**config.mk**
```make
export PLATFORM = sky130hd
export DESIGN_NAME = hp_manager_flat
export DESIGN_NICKNAME = d
export VERILOG_FILES = /design/src/rtl/hp_manager_pkg.sv /design/src/rtl/hp_manager_if.sv /design/src/rtl/hp_manager_counter.sv /design/src/rtl/hp_manager.sv /design/src/flat_wrapper.sv
export SDC_FILE = /design/constraint.sdc
export NUM_CORES = 1
export LEC_CHECK = 0
export ABC_AREA = 0
export CORE_MARGIN = 2
export CORE_UTILIZATION = 49
export DETAILED_ROUTE_END_ITERATION = 6
export GPL_TIMING_DRIVEN = 0
export PLACE_DENSITY_LB_ADDON = 0.1
export SYNTH_ARGS = -nofsm -noshare
export SYNTH_HDL_FRONTEND = slang
export SYNTH_HIERARCHICAL = 1
export SYNTH_SLANG_ARGS = --single-unit
```
**constraint.sdc**
```tcl
create_clock -name CLK -period 2.71 [get_ports CLK]
set_input_delay 0.271 -clock CLK [delete_from_list [all_inputs] [get_ports CLK]]
set_output_delay 0.271 -clock CLK [all_outputs]
set_load 0.01 [all_outputs]
```
**src/rtl/hp_manager_pkg.sv**
```systemverilog
// -----------------------------------------------------------------------------
// hp_manager_pkg
// Shared definitions for the hit-point manager and its neighbours:
//   - WL_*  : round-result codes produced by the win/lose arbiter
//   - state_t : hp_manager FSM state encoding (IDLE, PLAY, OVER)
//   - RES_* : final game outcome encoding driven on RESULT
//   - decode_result() : maps "which side reached zero" to a RES_* code
// -----------------------------------------------------------------------------
package hp_manager_pkg;

    localparam logic [1:0] WL_NONE  = 2'b00;
    localparam logic [1:0] WL_SELF  = 2'b01;
    localparam logic [1:0] WL_ENEMY = 2'b10;
    localparam logic [1:0] WL_DRAW  = 2'b11;

    typedef enum logic [1:0] {
        ST_IDLE = 2'b00,
        ST_PLAY = 2'b01,
        ST_OVER = 2'b10
    } state_t;

    localparam logic [1:0] RES_NONE  = 2'b00;
    localparam logic [1:0] RES_SELF  = 2'b01;
    localparam logic [1:0] RES_ENEMY = 2'b10;
    localparam logic [1:0] RES_DRAW  = 2'b11;

    // my_zero: own HP reached 0; en_zero: enemy HP reached 0.
    function automatic logic [1:0] decode_result(input logic my_zero, input logic en_zero);
        if (my_zero && en_zero) return RES_DRAW;
        if (en_zero)            return RES_SELF;
        if (my_zero)            return RES_ENEMY;
        return RES_NONE;
    endfunction

endpackage

```
**src/rtl/hp_manager_if.sv**
```systemverilog
// -----------------------------------------------------------------------------
// hp_if
// Bundle between game control / display logic and hp_manager.
//   START     : one-cycle pulse, begins or restarts a game
//   WL_IN     : round-result code from the win/lose arbiter
//   MY_HP     : own remaining HP
//   EN_HP     : enemy remaining HP
//   HIT       : one-cycle damage strobe (bit0 enemy hit, bit1 self hit)
//   GAME_OVER : high while the game is over
//   RESULT    : final outcome, valid while GAME_OVER
// Modports: master = game control side, slave = hp_manager.
// -----------------------------------------------------------------------------
interface hp_if #(
    parameter int HP_W = 4
);
    logic            START;
    logic [1:0]      WL_IN;
    logic [HP_W-1:0] MY_HP;
    logic [HP_W-1:0] EN_HP;
    logic [1:0]      HIT;
    logic            GAME_OVER;
    logic [1:0]      RESULT;

    modport master (
        output START, WL_IN,
        input  MY_HP, EN_HP, HIT, GAME_OVER, RESULT
    );

    modport slave (
        input  START, WL_IN,
        output MY_HP, EN_HP, HIT, GAME_OVER, RESULT
    );
endinterface

```
**src/rtl/hp_manager_counter.sv**
```systemverilog
// -----------------------------------------------------------------------------
// hp_counter
// One saturating hit-point down-counter.
//   clk, rst  : clock, synchronous active-high reset (loads HP_INIT)
//   load      : reload HP_INIT (wins over dec)
//   dec       : subtract DAMAGE, saturating at zero
//   cnt       : registered count
//   cnt_next  : value the counter takes on the next edge, so the parent can
//               decode game over on the same edge that updates the count
// -----------------------------------------------------------------------------
module hp_counter #(
    parameter int HP_W    = 4,
    parameter int HP_INIT = 5,
    parameter int DAMAGE  = 1
) (
    input  logic            clk,
    input  logic            rst,
    input  logic            load,
    input  logic            dec,
    output logic [HP_W-1:0] cnt,
    output logic [HP_W-1:0] cnt_next
);

    logic [HP_W-1:0] cnt_q, cnt_d;

    // Damage larger than the remaining HP clamps to zero instead of wrapping.
    function automatic logic [HP_W-1:0] sat_sub(input logic [HP_W-1:0] a);
        if (int'(a) <= DAMAGE) return '0;
        return a - HP_W'(DAMAGE);
    endfunction

    always_comb begin
        cnt_d = cnt_q;
        if (load)     cnt_d = HP_W'(HP_INIT);
        else if (dec) cnt_d = sat_sub(cnt_q);
    end

    always_ff @(posedge clk) begin
        if (rst) cnt_q <= HP_W'(HP_INIT);
        else     cnt_q <= cnt_d;
    end

    assign cnt      = cnt_q;
    assign cnt_next = cnt_d;

endmodule

```
**src/rtl/hp_manager.sv**
```systemverilog
// -----------------------------------------------------------------------------
// hp_manager
// Tracks both players' hit points, applies damage once per round result from
// the win/lose arbiter and detects game over.
//   CLK, RST : clock, synchronous active-high reset
//   bus      : hp_if.slave (START, WL_IN in; MY_HP, EN_HP, HIT, GAME_OVER,
//              RESULT out)
// Optional build macro HP_LOCKOUT_EN: after each applied result a counter of
// LOCK_CYC cycles blocks further events. Without it only the armed flag gates
// events.
// -----------------------------------------------------------------------------
module hp_manager
    import hp_manager_pkg::*;
#(
    parameter int HP_W     = 4,
    parameter int HP_INIT  = 5,
    parameter int DAMAGE   = 1,
    parameter int LOCK_CYC = 8
) (
    input  logic CLK,
    input  logic RST,
    hp_if.slave  bus
);

    if (HP_INIT > (2 ** HP_W) - 1 || LOCK_CYC < 1) begin : g_param_check
        $error("hp_manager: HP_INIT must fit in HP_W bits and LOCK_CYC must be >= 1");
    end

    state_t     state_q, state_d;
    logic       armed_q, armed_d;
    logic [1:0] hit_q, hit_d;
    logic [1:0] result_q, result_d;
    logic       over_q, over_d;

    logic            ev_apply;
    logic            lock_free;
    logic            dec_my, dec_en;
    logic [HP_W-1:0] my_hp, en_hp, my_next, en_next;

`ifdef HP_LOCKOUT_EN
    localparam int LK_W = $clog2(LOCK_CYC + 1);

    logic [LK_W-1:0] lock_q, lock_d;

    always_comb begin
        lock_d = lock_q;
        if (bus.START)        lock_d = '0;
        else if (ev_apply)    lock_d = LK_W'(LOCK_CYC);
        else if (lock_q != '0) lock_d = lock_q - 1'b1;
    end

    always_ff @(posedge CLK) begin
        if (RST) lock_q <= '0;
        else     lock_q <= lock_d;
    end

    assign lock_free = (lock_q == '0);
`else
    assign lock_free = 1'b1;
`endif

    // START outranks a coincident result, so the event is suppressed then.
    assign ev_apply = (state_q == ST_PLAY) && !bus.START && armed_q &&
                      (bus.WL_IN != WL_NONE) && lock_free;
    assign dec_en   = ev_apply && bus.WL_IN[0];
    assign dec_my   = ev_apply && bus.WL_IN[1];

    hp_counter #(.HP_W(HP_W), .HP_INIT(HP_INIT), .DAMAGE(DAMAGE)) u_my_hp (
        .clk      (CLK),
        .rst      (RST),
        .load     (bus.START),
        .dec      (dec_my),
        .cnt      (my_hp),
        .cnt_next (my_next)
    );

    hp_counter #(.HP_W(HP_W), .HP_INIT(HP_INIT), .DAMAGE(DAMAGE)) u_en_hp (
        .clk      (CLK),
        .rst      (RST),
        .load     (bus.START),
        .dec      (dec_en),
        .cnt      (en_hp),
        .cnt_next (en_next)
    );

    always_comb begin
        state_d  = state_q;
        armed_d  = armed_q;
        result_d = result_q;
        over_d   = over_q;
        // WL code bits line up with HIT bits (bit0 enemy, bit1 self).
        hit_d    = ev_apply ? bus.WL_IN : 2'b00;

        // A quiet cycle re-arms, so a held level counts only once.
        if (bus.WL_IN == WL_NONE) armed_d = 1'b1;

        if (bus.START) begin
            state_d  = ST_PLAY;
            armed_d  = 1'b1;
            result_d = RES_NONE;
            over_d   = 1'b0;
        end else if (ev_apply) begin
            armed_d = 1'b0;
            if (my_next == '0 || en_next == '0) begin
                state_d  = ST_OVER;
                over_d   = 1'b1;
                result_d = decode_result(my_next == '0, en_next == '0);
            end
        end
    end

    always_ff @(posedge CLK) begin
        if (RST) begin
            state_q  <= ST_IDLE;
            armed_q  <= 1'b1;
            hit_q    <= 2'b00;
            result_q <= RES_NONE;
            over_q   <= 1'b0;
        end else begin
            state_q  <= state_d;
            armed_q  <= armed_d;
            hit_q    <= hit_d;
            result_q <= result_d;
            over_q   <= over_d;
        end
    end

    assign bus.MY_HP     = my_hp;
    assign bus.EN_HP     = en_hp;
    assign bus.HIT       = hit_q;
    assign bus.GAME_OVER = over_q;
    assign bus.RESULT    = result_q;

endmodule
```
**src/flat_wrapper.sv**
```systemverilog
// flat-port wrapper written by rule: the top's interface ports become plain ports
module hp_manager_flat import hp_manager_pkg::*;
#(
    parameter int HP_W     = 4,
    parameter int HP_INIT  = 5,
    parameter int DAMAGE   = 1,
    parameter int LOCK_CYC = 8
)
  (CLK, RST, bus_START, bus_WL_IN, bus_MY_HP, bus_EN_HP, bus_HIT, bus_GAME_OVER, bus_RESULT);
  hp_if #(.HP_W(HP_W)) bus_i ();
  input  logic CLK;
  input  logic RST;
  input wire logic [$bits(bus_i.START)-1:0] bus_START;
  input wire logic [$bits(bus_i.WL_IN)-1:0] bus_WL_IN;
  output wire logic [$bits(bus_i.MY_HP)-1:0] bus_MY_HP;
  output wire logic [$bits(bus_i.EN_HP)-1:0] bus_EN_HP;
  output wire logic [$bits(bus_i.HIT)-1:0] bus_HIT;
  output wire logic [$bits(bus_i.GAME_OVER)-1:0] bus_GAME_OVER;
  output wire logic [$bits(bus_i.RESULT)-1:0] bus_RESULT;
  assign bus_i.START = bus_START;
  assign bus_i.WL_IN = bus_WL_IN;
  assign bus_MY_HP = bus_i.MY_HP;
  assign bus_EN_HP = bus_i.EN_HP;
  assign bus_HIT = bus_i.HIT;
  assign bus_GAME_OVER = bus_i.GAME_OVER;
  assign bus_RESULT = bus_i.RESULT;
  hp_manager #(.HP_W(HP_W), .HP_INIT(HP_INIT), .DAMAGE(DAMAGE), .LOCK_CYC(LOCK_CYC)) u_core (.CLK(CLK), .RST(RST), .bus(bus_i));
endmodule
```
* After elaboration in Yosys (flattened, before gate mapping)
Index checks and enable logic that the tools add are counted.
** Operators by class
- Equality and inequality tests :: 1
- Reductions and logical operators :: 19
- Bitwise operators :: 1
- Magnitude comparators :: 2
- Mux-type cells :: 40
- $add $sub $neg :: 2
** Operator list (number)
- 4-bit two-way mux :: 8
- 1-bit two-way mux :: 26
- 2-bit two-way mux :: 6
- 4-bit by 1-bit less-or-equal comparator with 1-bit output (second input constant) :: 2
- 4-bit logical NOT :: 2
- 2-bit nonzero test :: 4
- 4-bit by 1-bit subtractor with 4-bit output (second input constant) :: 2
- 1-bit logical AND :: 6
- 2-bit AND reduction :: 2
- 2-bit OR reduction :: 2
- 2-bit by 1-bit == test with 1-bit output (second input constant) :: 1
- 2-bit logical NOT :: 1
- 1-bit logical NOT :: 1
- 1-bit logical OR :: 1
- 1-bit inverter :: 1
** Storage, ports and cells
- Output and inout port bits :: 13
- Word-level logic and storage cells :: 72
- Register bits :: 15
- Input port bits :: 5

* Depth between registers and ports, before layout
Gate-level depths: netlist (run 1).
- Depth in word-level cells :: 28
- Mapped depth :: 8
- Gate-level depth less buffers :: 8

* Modules after synthesis
The synthesis (run 1) kept the hierarchy.
** By module, submodules not included
- hp_counter :: instances 2, area each 277.8 um^2, cells each 28, seq. area each 80.1 um^2
- hp_manager :: instances 1, area each 309.0 um^2, cells each 29, seq. area each 140.1 um^2

* Least setup slack after synthesis (run 1)
OpenSTA, ideal clock, no wires.
- Kind :: reg2reg
- From :: register u_core/bus.GAME_OVER (netlist name)
- To :: register u_core.result_q[0], in the netlist u_core/bus.RESULT[0]
- Path slack :: 0.342 ns
- Data arrival time :: 2.237 ns
- Period minus slack after synthesis :: 2.368 ns
- Stages on the path, launching flop included :: 9
- Library setup time :: 0.131 ns
- Buffers on the path :: 0
- Path through :: dfxtp_1 > and4bb_1 > and2_1 > inv_1 > o41ai_4 > nor2_1 > or4_4 > o311ai_1 > o41ai_1
** RTL lines
- to (signal assigned) :: line hp_manager.sv:123 : result_q <= result_d;
- to (decl) :: line hp_manager.sv:32 : logic [1:0] result_q, result_d;

==> results.py, run 1 <==
metrics = {
    "setup_path": {
        "crit_end": "u_core/state_q[0]$_SDFFE_PP0P_",
        "worst-setup-path-type": "reg2reg",
        "slowest_delay_ps": 570,
        "r2r_end": "u_core/state_q[0]$_SDFFE_PP0P_",
        "cp-end-kind": "register",
        "cp_top_family": "simple AND/OR/NAND/NOR gates",
        "crit_fanout": 7,
        "cp-startpoint": "u_core/bus.GAME_OVER$_SDFFE_PP0P_",
        "worstReg2RegStart": "u_core/bus.GAME_OVER$_SDFFE_PP0P_",
        "path_cells": "and4bb_1 > and2_2 > inv_1 > o41ai_4 > nor2_1 > or4_4 > a211oi_2 > o31ai_1",
        "rrSetupSlack_ps": 160,
        "slowest_stage": "or4_4",
        "startpoint_type": "register",
        "reg2regPathDepth": 8,
        "crit_buf_inv": 1,
        "arrival_ps": 2710,
        "cp_num_cells": 8,
        "crit_required_ps": 2860,
    },
    "layout": {
        "area_growth_pct": 24.9,
        "stdcell_count": 123,
        "diodes": 0,
        "final_nets": 116,
        "finish.utilization_pct": 63.9,
        "drive_gt1_share_pct": 17.9,
        "final_area_mm2": 0.00108,
    },
    "placement": {
        "dp_hpwl_um": 1300,
        "dp.cells": 119,
        "dp_slack_ps": -581,
        "post_dp_cell_area_mm2": 0.00106,
        "numPortBuffers": 17,
        "routabilityCongestion": 0.848,
    },
    "floorplanning": {
        "core_mm2": 0.00169,
        "start_util_pct": 51.2,
        "die_h_um": 46.0,
        "die-area_mm2": 0.00212,
        "ioPinCount": 18,
        "die_x_um": 46.0,
        "row_count": 15,
    },
    "clocking": {
        "postCtsSetupRepairBufs": 0,
        "cts_buffers": 3,
        "clk_pin_slew_worst_paths_ps": 90,
        "htreeDepth": 1,
        "cts_root_buffer": "clkbuf_4",
        "cts_hold_buf": 0,
        "clk_path_buf_depth": 2,
        "cts.sinks": 15,
        "cts_tree": "yes",
        "clk_latency_ps": 280,
    },
    "timing": {
        "rsz0062_at_grt": "false",
        "tns_ps": 0,
        "fmax_mhz": 392,
        "slew_violations": 0,
        "worst_pin_slew_ps": 560,
        "period_needed_ps": 2550,
        "final-hold-violation-count": 0,
        "slew-limit-headroom_pct": 62.5,
        "setup_viol": 0,
        "clock_skew_ps": 4.54,
        "setup_slack_ps": 156,
        "finalCritPeriodShare_pct": 94.3,
    },
    "route": {
        "drt-total-wl_um": 1760,
        "drt_pass1_iterations": 4,
        "wire_per_inst_um": 14.3,
        "ant_nets": 0,
        "post-route-drc-count": 0,
        "via_per_inst": 6.07,
        "vias": 747,
        "drtIter0Drc": 7,
    },
    "synth": {
        "ys_ff_latch": 15,
        "ys_warn_count": 6,
        "ys_top_cells_by_count": "15 x dfxtp_1, 9 x inv_1, 8 x nor2_1",
        "synth_area_leaders": "dfxtp_1 35%, o41ai_4 6.4%, ha_1 5.8%",
        "synth.distinct_cells": 28,
        "synth_edf_count": 0,
        "synth_top_area_share_pct": 34.7,
        "synth_nets": 94,
        "netlist_instances": 85,
        "async_flop_share_pct": 0,
        "synthFlopType": "dfxtp_1",
        "synth.most_common_cell": "dfxtp_1",
        "syn-cell-area_um2": 865,
        "synth_area_per_cell_um2": 10.2,
        "synth-seq-area-share_pct": 34.7,
        "synth_area_leader_cell": "dfxtp_1",
    },
    "power_and_ir_drop": {
        "leakagePower_nw": 0.365,
        "powerDensity_mw_per_mm2": 375,
        "ir_drop_mv": 0.300,
    },
    "global_routing": {
        "antenna_found_initial": 0,
        "globalRouteOverflowTotal": 0,
        "track_usage_pct": 19.0,
        "grt_max_degree": 16,
        "grt_pass1_vias": 701,
        "grt_pass1_wl_um": 2830,
    },
    "worst_hold_path": {
        "hp-class": "in2reg",
        "hold_start": "bus_START",
    },
    "outcome": {
        "run_status": "completed",
    },
    "run": {
        "cap_violations": 0,
    },
}
## placed cells by master, fill, tap and decap left out, types with 3 or more instances in the layout
master / count
clkdlybuf4s50_1: 16
inv_1: 9
o21ai_0: 4
dfxtp_1: 15
nor2_1: 8
clkbuf_4: 3
nand2_1: 6
ha_1: 4
nand3b_1: 3
## layer usage
| layer | wire length (µm) | global-route usage, % | share of wire [%] | vias up |
|---|---|---|---|---|
| li1 | - | - | - | 363 |
| met1 | 835 | 21.8 | 47 | 355 |
| met2 | 821 | 32.2 | 47 | 25 |
| met3 | 76 | 3.57 | 4.3 | 4 |
| met4 | 27 | 10.9 | 1.5 | 0 |
| met5 | 0 | 0 | 0 | - |
## per-stage QoR
stage | hold slack [ps] | power, mW
global placement | 482 | 0.281
CTS | 496 | 0.409
finish | 399 | 0.405
floorplan | 341 | 0.261
global route | 423 | 0.424
detailed placement | 476 | 0.283
## how the worst min path moves through the flow
stage	endpoint	slack (ps)	cells past startpoint
after floorplan	u_core/u_en_hp/cnt[3]$_SDFF_PP0_	340	1
after global placement	u_core/bus.RESULT[1]$_SDFFE_PP0P_	480	2
after detailed placement	u_core/bus.RESULT[1]$_SDFFE_PP0P_	480	2
after CTS	u_core/bus.RESULT[0]$_SDFFE_PP0P_	500	2
after global routing	u_core/u_my_hp/cnt[2]$_SDFF_PP1_	420	2
final	u_core/u_my_hp/cnt[2]$_SDFF_PP1_	400	2
## area by class of cell
cell class | instances | area (µm²)
multi-input cells | 61 | 533
clock buffers | 4 | 26.3
flip-flops and latches | 15 | 300
inverters | 9 | 33.8
well taps | 17 | 21.3
repair buffers | 17 | 165
fillers | 144 | 609
## logic make-up after synthesis
kind of cell | share of synthesized area, %
AOI/OAI and AO/OA | 24.0
xor gates and xnor gates | 2.03
adders and majority gates | 5.79
buffers and inverters | 3.91
DFF | 34.7
and+or+nand+nor | 29.5
## where the power goes
group,switching [mW],internal (mW)
Sequential,0.00381,0.225
Clock,0.0704,0.0571
Combinational,0.0281,0.0212
## flip-flops by register name (all words and copies together), names as in the netlist
register              flops
u_core/armed_q            1
u_core/bus.GAME_OVER      1
u_core/state_q            1
u_core/bus.RESULT         2
u_core/bus.HIT            2
u_core/u_en_hp/cnt        4
u_core/u_my_hp/cnt        4
## what timing repair did
item | 4_1_cts | 5_1_grt
gates resized for setup | 1 | 4
endpoints found under the setup margin | 4 | 4
gates cloned | 0 | 0
endpoints found under the hold margin | 0 | 0
(Power assumes the default switching activity.)
==> inputs of run 2 (changes only) <==
Settings changed: CORE_UTILIZATION 49 to 52, CTS_BUF_LIST from default to sky130_fd_sc_hd__clkbuf_8, REMOVE_ABC_BUFFERS from default to 1.
==> results.py, run 2 (synthesized netlist as in run 1, its figures left out) <==
metrics = {
    "layout": {
        "final_nets": 116,
        "stdcell_count": 122,
        "layout_common_cells": "16 x clkdlybuf4s50_1, 15 x dfxtp_1, 9 x inv_1, 8 x nor2_1, 6 x nand2_1",
        "diodes": 0,
        "drive_gt1_share_pct": 18.9,
        "area_growth_pct": 27.1,
        "final_common_cell": "clkdlybuf4s50_1",
    },
    "timing": {
        "rsz0062_at_grt": "false",
        "worst_pin_slew_ps": 545,
        "clock_skew_ps": 4.97,
        "setup_viol": 0,
        "slew-limit-headroom_pct": 63.5,
        "fmax_mhz": 394,
        "finalCritPeriodShare_pct": 93.7,
        "tns_ps": 0,
        "period_needed_ps": 2540,
        "slew_violations": 0,
        "final-hold-violation-count": 0,
    },
    "setup_path": {
        "crit_required_ps": 2820,
        "startpoint_type": "register",
        "worst-setup-path-type": "reg2reg",
        "crit_fanout": 7,
        "cp-end-kind": "register",
        "slowest_delay_ps": 570,
        "slowest_stage": "or4_4",
        "arrival_ps": 2650,
        "path_cells": "and4bb_1 > and2_2 > inv_1 > o41ai_4 > nor2_1 > or4_4 > o311ai_1 > o41ai_1",
    },
    "route": {
        "vias": 700,
        "met1_length_um": 797,
        "drt_pass1_iterations": 4,
        "post-route-drc-count": 0,
        "highest_layer": "met4",
        "wire_per_inst_um": 14.1,
        "ant_nets": 0,
        "via_per_inst": 5.74,
        "drtIter0Drc": 32,
        "drt-total-wl_um": 1720,
        "met3WireLength_um": 65,
        "dr_wl_met2_um": 837,
    },
    "power_and_ir_drop": {
        "intPower_mw": 0.348,
        "switching_share_pct": 24.2,
        "powerDensity_mw_per_mm2": 417,
        "seqPwrFrac_pct": 49.9,
        "ir_drop_mv": 0.311,
        "clock_power_share_pct": 39.5,
        "leakagePower_nw": 0.376,
        "combPwrFrac_pct": 10.6,
        "power.net_switching_mw": 0.111,
    },
    "clocking": {
        "cts_tree": "yes",
        "cts_hold_buf": 0,
        "htreeDepth": 1,
        "cts.sinks": 15,
        "cts_root_buffer": "clkbuf_8",
        "postCtsSetupRepairBufs": 0,
        "clk_pin_slew_worst_paths_ps": 60,
        "cts_buffers": 3,
        "clk_latency_ps": 250,
        "clk_path_buf_depth": 2,
    },
    "global_routing": {
        "antenna_found_initial": 0,
        "grt_max_degree": 16,
        "grt_pass1_vias": 642,
        "track_usage_pct": 19.6,
        "grt_pass1_wl_um": 2770,
        "globalRouteOverflowTotal": 0,
    },
    "placement": {
        "numPortBuffers": 17,
        "dp.cells": 118,
        "dp_hpwl_um": 1300,
        "routabilityCongestion": 0.849,
    },
    "floorplanning": {
        "row_count": 14,
        "die_x_um": 44.8,
        "start_util_pct": 56.7,
        "die_h_um": 44.8,
        "core_mm2": 0.00152,
        "ioPinCount": 18,
        "die-area_mm2": 0.00200,
    },
    "run": {
        "cap_violations": 0,
    },
    "outcome": {
        "run_status": "completed",
    },
    "worst_hold_path": {
        "hp-class": "in2reg",
    },
}
[run 2: critical path, delay by kind of cell, from the launching register on]
| family | cells | cell delay (ps) |
|---|---|---|
| buffers and inverters | 1 | 100 |
| DFF | 1 | 340 |
| AOI/OAI and AO/OA | 3 | 780 |
| and+or+nand+nor | 4 | 1180 |
[run 2: power by group through the flow]
stage / sequential, mW / combinational [mW] / clock [mW]
2_1_floorplan: 0.234 / 0.0267 / 0
3_3_place_gp: 0.233 / 0.0479 / 0
3_5_place_dp: 0.234 / 0.0486 / 0
4_1_cts: 0.229 / 0.0481 / 0.185
5_1_grt: 0.229 / 0.0530 / 0.196
6_report: 0.229 / 0.0484 / 0.181
[run 2: area by class of cell]
| class | instances | area, µm² |
|---|---|---|
| inverters | 9 | 33.8 |
| well taps | 16 | 20.0 |
| multi-input cells | 61 | 533 |
| clock inverters | 1 | 5.00 |
| repair buffers | 17 | 165 |
| flip-flops and latches | 15 | 300 |
| clock buffers | 3 | 41.3 |
| fillers | 111 | 425 |
[run 2: path summary, 6_finish.rpt]
check,from,to,slack (ps),depth (start not counted)
setup reg to reg,u_core/bus.GAME_OVER$_SDFFE_PP0P_,u_core/bus.RESULT[0]$_SDFFE_PP0P_,170,8
hold reg to reg,u_core/bus.RESULT[1]$_SDFFE_PP0P_,u_core/bus.RESULT[1]$_SDFFE_PP0P_,500,2
hold / removal,bus_START,u_core/u_my_hp/cnt[2]$_SDFF_PP1_,440,2
setup / recovery,u_core/bus.GAME_OVER$_SDFFE_PP0P_,u_core/bus.RESULT[0]$_SDFFE_PP0P_,170,8
[run 2: stage by stage]
step                total power [mW]  setup slack, ps  util [%]  instance area (µm²)  hold slack [ps]
global placement               0.281             -528      69.2                 1050              479
CTS                            0.462             4.85      72.2                 1100              502
floorplan                      0.261              342         -                  865              341
detailed placement             0.282             -566      69.2                 1050              490
global route                   0.478             15.8      72.1                 1100              451
finish                         0.459              171      72.1                 1100              437
[run 2: what timing repair did]
action,in CTS,in global routing
gates resized for setup,1,4
pin swaps,0,2
setup endpoints to repair,4,4
[run 2: metal layers]
layer  global-route usage, %  vias to the layer above
met4                    10.6                        0
met3                    3.60                        2
met1                    25.6                      322
met2                    30.7                       15
li1                        -                      361
met5                       0                        -
